$ cat src/rtl/hack_pkg.sv
// Shared definitions for the Hack CPU: word width, instruction field
// positions and the ALU comp encodings used most often.
package hack_pkg;

    localparam int WORD_W = 16;

    // Instruction field bit positions
    localparam int INSTR_C  = 15;
    localparam int INSTR_A  = 12;
    localparam int COMP_MSB = 11;
    localparam int COMP_LSB = 6;
    localparam int DEST_A   = 5;
    localparam int DEST_D   = 4;
    localparam int DEST_M   = 3;
    localparam int JMP_LT   = 2;
    localparam int JMP_EQ   = 1;
    localparam int JMP_GT   = 0;

    // Common comp encodings (zx,nx,zy,ny,f,no)
    localparam logic [5:0] COMP_ZERO   = 6'b101010;
    localparam logic [5:0] COMP_ONE    = 6'b111111;
    localparam logic [5:0] COMP_D      = 6'b001100;
    localparam logic [5:0] COMP_A      = 6'b110000;
    localparam logic [5:0] COMP_DPLUSA = 6'b000010;

endpackage

$ cat src/rtl/alu_basic.sv
// Hack 16-bit ALU: optional zero/negate of each operand, add or AND,
// optional negate of the result. Purely combinational.
module alu_basic (
    input  logic [15:0] x,
    input  logic [15:0] y,
    input  logic        zx,
    input  logic        nx,
    input  logic        zy,
    input  logic        ny,
    input  logic        f,
    input  logic        no,
    output logic [15:0] out
);

    logic [15:0] x1, x2, y1, y2, r;

    // Operand conditioning, function select and output negate
    always_comb begin
        x1  = zx ? 16'h0000 : x;
        x2  = nx ? ~x1 : x1;
        y1  = zy ? 16'h0000 : y;
        y2  = ny ? ~y1 : y1;
        r   = f ? (x2 + y2) : (x2 & y2);
        out = no ? ~r : r;
    end

endmodule

$ cat src/rtl/hack_cpu_core.sv
// Hack CPU datapath and control: decodes A/C instructions, drives the ALU,
// holds A, D and PC, resolves jumps and presents the RAM write port.
module hack_cpu_core
    import hack_pkg::*;
#(
    parameter int                     PC_WIDTH     = 15,
    parameter logic [PC_WIDTH-1:0]    RESET_VECTOR = '0
) (
    input  logic                clk,
    input  logic                reset,
    input  logic [WORD_W-1:0]   instruction,
    input  logic [WORD_W-1:0]   inM,
    output logic [WORD_W-1:0]   outM,
    output logic                writeM,
    output logic [PC_WIDTH-1:0] addressM,
    output logic [PC_WIDTH-1:0] pc
);

    logic [WORD_W-1:0]   a_q, a_d;
    logic [WORD_W-1:0]   d_q, d_d;
    logic [PC_WIDTH-1:0] pc_q, pc_d;

    logic              is_c;
    logic [5:0]        comp;
    logic [WORD_W-1:0] alu_y;
    logic [WORD_W-1:0] alu_out;
    logic              zr, ng, jump;
    logic              unused_bits;

    assign is_c  = instruction[INSTR_C];
    assign comp  = instruction[COMP_MSB:COMP_LSB];
    assign alu_y = instruction[INSTR_A] ? inM : a_q;

    alu_basic u_alu (
        .x   (d_q),
        .y   (alu_y),
        .zx  (comp[5]),
        .nx  (comp[4]),
        .zy  (comp[3]),
        .ny  (comp[2]),
        .f   (comp[1]),
        .no  (comp[0]),
        .out (alu_out)
    );

    assign zr = (alu_out == '0);
    assign ng = alu_out[WORD_W-1];

    // Bits 14:13 of a C-instruction and the upper A bits carry no meaning here
    assign unused_bits = ^{instruction[14:13], a_q};

    // Jump resolution and next-state selection for A, D and PC
    always_comb begin
        jump = is_c & ((instruction[JMP_LT] & ng) |
                       (instruction[JMP_EQ] & zr) |
                       (instruction[JMP_GT] & ~ng & ~zr));
        a_d  = a_q;
        d_d  = d_q;
        pc_d = jump ? a_q[PC_WIDTH-1:0] : pc_q + {{(PC_WIDTH-1){1'b0}}, 1'b1};
        if (!is_c) begin
            a_d = instruction;
        end else begin
            if (instruction[DEST_A]) a_d = alu_out;
            if (instruction[DEST_D]) d_d = alu_out;
        end
    end

    // State registers; reset discards the current instruction's effects
    always_ff @(posedge clk) begin
        if (reset) begin
            a_q  <= '0;
            d_q  <= '0;
            pc_q <= RESET_VECTOR;
        end else begin
            a_q  <= a_d;
            d_q  <= d_d;
            pc_q <= pc_d;
        end
    end

    assign outM     = alu_out;
    assign writeM   = is_c & instruction[DEST_M] & ~reset;
    assign addressM = a_q[PC_WIDTH-1:0];
    assign pc       = pc_q;

endmodule
$ cat config.mk
export PLATFORM = sky130hd
export DESIGN_NAME = hack_cpu_core
export DESIGN_NICKNAME = d
export VERILOG_FILES = /design/src/rtl/hack_pkg.sv /design/src/rtl/alu_basic.sv /design/src/rtl/hack_cpu_core.sv
export SDC_FILE = /design/constraint.sdc
export NUM_CORES = 1
export LEC_CHECK = 0
export ABC_AREA = 1
export CAP_MARGIN = 20
export CORE_MARGIN = 2
export CORE_UTILIZATION = 50
export DETAILED_ROUTE_END_ITERATION = 16
export GPL_TIMING_DRIVEN = 1
export PLACE_DENSITY = 0.86
export SLEW_MARGIN = 20
export SYNTH_ARGS = -nofsm -noshare
export SYNTH_HDL_FRONTEND = slang
export SYNTH_SLANG_ARGS = --single-unit
$ cat constraint.sdc
create_clock -name clk -period 8.2 [get_ports clk]
set_input_delay 2.46 -clock clk [delete_from_list [all_inputs] [get_ports clk]]
set_output_delay 2.46 -clock clk [all_outputs]
set_load 0.03 [all_outputs]
After elaboration in Yosys (flattened, before gate mapping)
Index checks and enable logic that the tools add are counted.

Bits in registers: 47. Bits of input ports: 34. Output and inout port bits: 47. Logic and storage cells: 37.

Add/subtract/negate cells: 2. Equality and inequality tests: 1. Mux-type cells: 10. Bitwise logic cells: 17. Reduce and logical (&&, ||, !) cells: 3.

Operators with widths (number): two-way mux 16 bit (7); inverter 16 bit (3); two-way mux 15 bit (3); adder 16 bit (1); bitwise AND 16 bit (1); logical NOT 16 bit (1); adder 15 x 1 -> 15 bit, second input constant (1); bitwise AND 1 bit (7); inverter 1 bit (4); != test 2 bit, second input constant (1); OR 1 bit (2); AND reduction 2 bit (1); OR reduction 2 bit (1).

Longest topological paths before layout
Depth in word-level cells: 14. Gate-level depth with buffers: 28. Mapped depth without buffers: 26.

Modules after synthesis
A second synthesis with hierarchy kept.

Cells, all modules: 785. Area, all modules: 4635.7 µm².

Modules (own cells, without submodules): hack_cpu_core (instances 1, cells each 405, area an instance 2687.6 µm²); alu_basic (instances 1, cells each 380, area an instance 1948.1 µm²).

Worst setup path after synthesis
OpenSTA, ideal clock, no wires.

Kind: input-to-output. Start: input port instruction[10]. End: output port outM[10]. Arrival: 4987 ps. Data required time: 5740 ps. Path slack: 753 ps. Stages: 17. Buffers on the path: 2. Cells stage by stage: clkbuf_1 > clkbuf_1 > xor2_1 > inv_1 > ha_1 > fa_1 > nand2_2 > nand2_1 > nand3_1 > nand2_1 > nand2_1 > nand2_1 > nand2_1 > nand3_1 > nand3_1 > nand2_1 > inv_1.

Longest elaborated chain between the ends: 5.

RTL lines: start: declaration (line hack_cpu_core.sv:11) `input logic [WORD_W-1:0] instruction,`; two-way mux 16 bit * (line alu_basic.sv:20) `x2 = nx ? ~x1 : x1;`; adder 16 bit or bitwise AND 16 bit (tied branches) (line alu_basic.sv:23) `r = f ? (x2 + y2) : (x2 & y2);`; two-way mux 16 bit * (line alu_basic.sv:23); inverter 16 bit (line alu_basic.sv:24) `out = no ? ~r : r;`; two-way mux 16 bit * (line alu_basic.sv:24); end: declaration (line hack_cpu_core.sv:13) `output logic [WORD_W-1:0] outM,`.

Every way passes the cells marked *; elsewhere a longest branch is shown, timed or not.

Final worst setup path
Start: input port instruction[9]. End: output port outM[15].

Longest elaborated chain between the ends: 7.

RTL lines: two-way mux 16 bit * (line alu_basic.sv:21) `y1 = zy ? 16'h0000 : y;`; inverter 16 bit (line alu_basic.sv:22) `y2 = ny ? ~y1 : y1;`; two-way mux 16 bit * (line alu_basic.sv:22); adder 16 bit or bitwise AND 16 bit (tied branches) (line alu_basic.sv:23); two-way mux 16 bit * (line alu_basic.sv:23); inverter 16 bit (line alu_basic.sv:24); two-way mux 16 bit * (line alu_basic.sv:24).

Marks and branches as above.

==> flow_summary.yaml <==
global_routing:
  overflow: 0
  antenna_found_initial: 0
  grt_max_degree: 33
  grt_pass1_wl_mm: 19.96
  grt_pass1_vias: 4230
  grt_use_total_pct: 24.58
cells_and_area:
  drive_gt1_share_pct: 8.000
  regArea_um2: 940.9
  area_growth_pct: 19.51
  stdcell_count: 933
  fin_util_pct: 61.71
  layout_common_cells: "nand2_1, inv_1, nand3_1"
  layout_commonest_cell: "nand2_1"
  finalNetCount: 876
  fillers: 778
  antennaDiodeCount: 0
  multi_input_area_mm2: 0.002860
worst_setup_path:
  criticalPathCategory: "primary input to output pin"
  required_ns: 5.74
  reg2reg_slack_ns: 4.37
  r2r-start: "a_q[0]"
  path_max_fanout: 11
  cp_data_arrival_time_ns: 5.41
  startpoint_type: "primary input"
  r2r-end: "pc[10]"
  reg2reg_depth: 24
  endpoint_kind: "output pin"
clocking:
  worst_skew_pair.late_latency_ns: 0.31
  clk_pin_slew_ns: 0.08
  cts_root_buf: "clkbuf_8"
  cts_hold_buffers: 0
  cts_sinks: 47
  tritoncts: "done"
  cts_inserted_buffers: 5
  clockBufferDepth: 2
  cts_max_level: 2
  cts_resized: 0
  postCtsSetupBuffers: 0
yosys:
  synth_flop_cell: "dfxtp_1"
  syn_area_per_cell_um2: 5.848
  ys_warn_count: 0
  yosysTopAreaCell: "dfxtp_1"
  ys_seq_elements: 47
  synth_top_area_share_pct: 20.89
  synth_edf_count: 0
  synth_cell_types: 31
  synth_nets: 822
  syn_inst: 770
  syn-cell-area_mm2: 0.004503
  yosysSeqAreaShare_pct: 20.89
  ys_async_sr_fraction_pct: 0
  synth_area_leaders: "dfxtp_1, nand2_1, inv_1"
sta:
  final_hold_viol_count: 0
  finalCritPeriodShare_pct: 95.94
  worstMarginPinSlew_ns: 1.036
  setup-violations-final: 0
  setup_slack_ns: 0.3328
  slew_headroom_pct: 30.66
  finalSetupTns_ns: 0
  rsz0062_at_grt: "false"
  final_max_slew_viol_count: 0
  fmax_ghz: 0.1271
  fin_crit_ns: 7.867
  finClkSkew_ns: 0.01231
floorplanning:
  die_x_um: 98.90
  dieArea_mm2: 0.009781
  initial_utilization_pct: 51.64
  rows: 34
  ioPinCount: 81
  die_h_um: 98.90
  core_area_mm2: 0.008721
hold_path:
  hold-path-endpoint: "d_q[11]"
  holdPathStages: 2
  min-delay-start: "d_q[11]"
  hold_path_class: "flop to flop"
flow_run:
  cap_violations: 0
placement:
  hpwlAfterDp_mm: 9.302
  dp.cells: 923
  dp_worst_setup_slack_ns: 0.2553
  io_buffers: 80
  place_congestion: 0.9021
power_and_ir_drop:
  power_mw: 0.9617
  p_sw_mw: 0.4125
  power-per-cell-area_mw_per_mm2: 178.7
  clkPwrFrac_pct: 21.3
  p_int_mw: 0.5492
  leakage_nw: 2.754
  pwr-share-seq_pct: 28.0
  p_comb_share_pct: 50.7
  vdd_drop_max_mv: 0.1140
  switching_share_pct: 42.89
drt:
  wl_per_cell_um: 13.34
  drc: 0
  vias: 4899
  routed_wl_mm: 12.44
  drtAntennaViolNets: 0
  first_pass_iters: 7
  viasPerCell: 5.251
  drt_iter0_drc: 373
run_status:
  status: "completed"
## synthesized netlist by cell type, drive strengths merged (3+ instances only)
master    n
a21oi    21
a31oi    14
and2      3
buf      30
clkbuf   14
dfxtp    47
ha       17
inv     122
nand2   249
nand3    77
nand4     7
nor2     73
o211ai   14
o21ai    24
or2       3
xnor2     5
xor2     44
## final cells by class
type,instances,share of cell area (%)
multi-input combinational,557,53.15
sequential,47,17.48
timing repair buffer,89,15.53
inverter,122,8.579
tap,108,2.511
clock buffer,6,1.349
clock inverter,2,1.116
timing repair inverter,2,0.2790
## stage by stage
| stage | area, um2 | hold WS (ns) |
|---|---|---|
| after floorplan | 4503 | 0.4679 |
| after global placement | 5228 | 0.4835 |
| after detailed placement | 5228 | 0.4886 |
| after CTS | 5360 | 0.5126 |
| after global routing | 5381 | 0.5325 |
| final | 5381 | 0.5085 |
## sequential cells by signal (all words and copies together), names as in the netlist
register  count
a_q          16
d_q          16
pc           15
## power groups by stage
| stage | logic [mW] | clock network [mW] | registers [mW] |
|---|---|---|---|
| CTS | 0.482 | 0.205 | 0.269 |
| floorplan | 0.335 | 0 | 0.288 |
| global route | 0.539 | 0.214 | 0.272 |
| global placement | 0.474 | 0 | 0.274 |
| finish | 0.487 | 0.205 | 0.269 |
| detailed placement | 0.479 | 0 | 0.274 |
## critical path: stages
cell	delay, ns
clkdlybuf4s50_1	0.53
buf_4	0.23
nor2_1	0.10
o21ai_0	0.13
xor2_1	0.18
ha_1	0.43
nand2_2	0.14
inv_1	0.04
nand2_1	0.05
nand2_1	0.07
a21oi_1	0.25
nand2_1	0.11
nand2_1	0.07
nand3_1	0.06
nand3_1	0.08
nand2_1	0.10
inv_1	0.17
buf_4	0.19
## logic make-up after synthesis
group,count (synthesis),share of synthesized area (%)
fa+ha+maj,18,5.168
xor+xnor,49,9.530
simple gates,415,39.15
flops,47,20.89
buf+inv,166,15.59
compound gates,75,9.670
## layer usage
layer / track usage (%) / part of all wire, %
met5: 0 / 0
met3: 2.695 / 8.2
met4: 6.006 / 1.6
met2: 40.80 / 45
met1: 34.14 / 45
## worst max-delay path by stage
stage                    start  endpoint  slack [ns]  cells after the start
2_1_floorplan  instruction[10]  outM[10]        0.75                     17
3_3_place_gp   instruction[12]   outM[1]        0.29                     11
3_5_place_dp   instruction[12]   outM[1]        0.26                     12
4_1_cts        instruction[12]   outM[1]        0.18                     12
5_1_grt         instruction[9]  outM[15]        0.04                     18
6_report        instruction[9]  outM[15]        0.33                     18
Note: power is estimated with default switching activity, not from simulation.
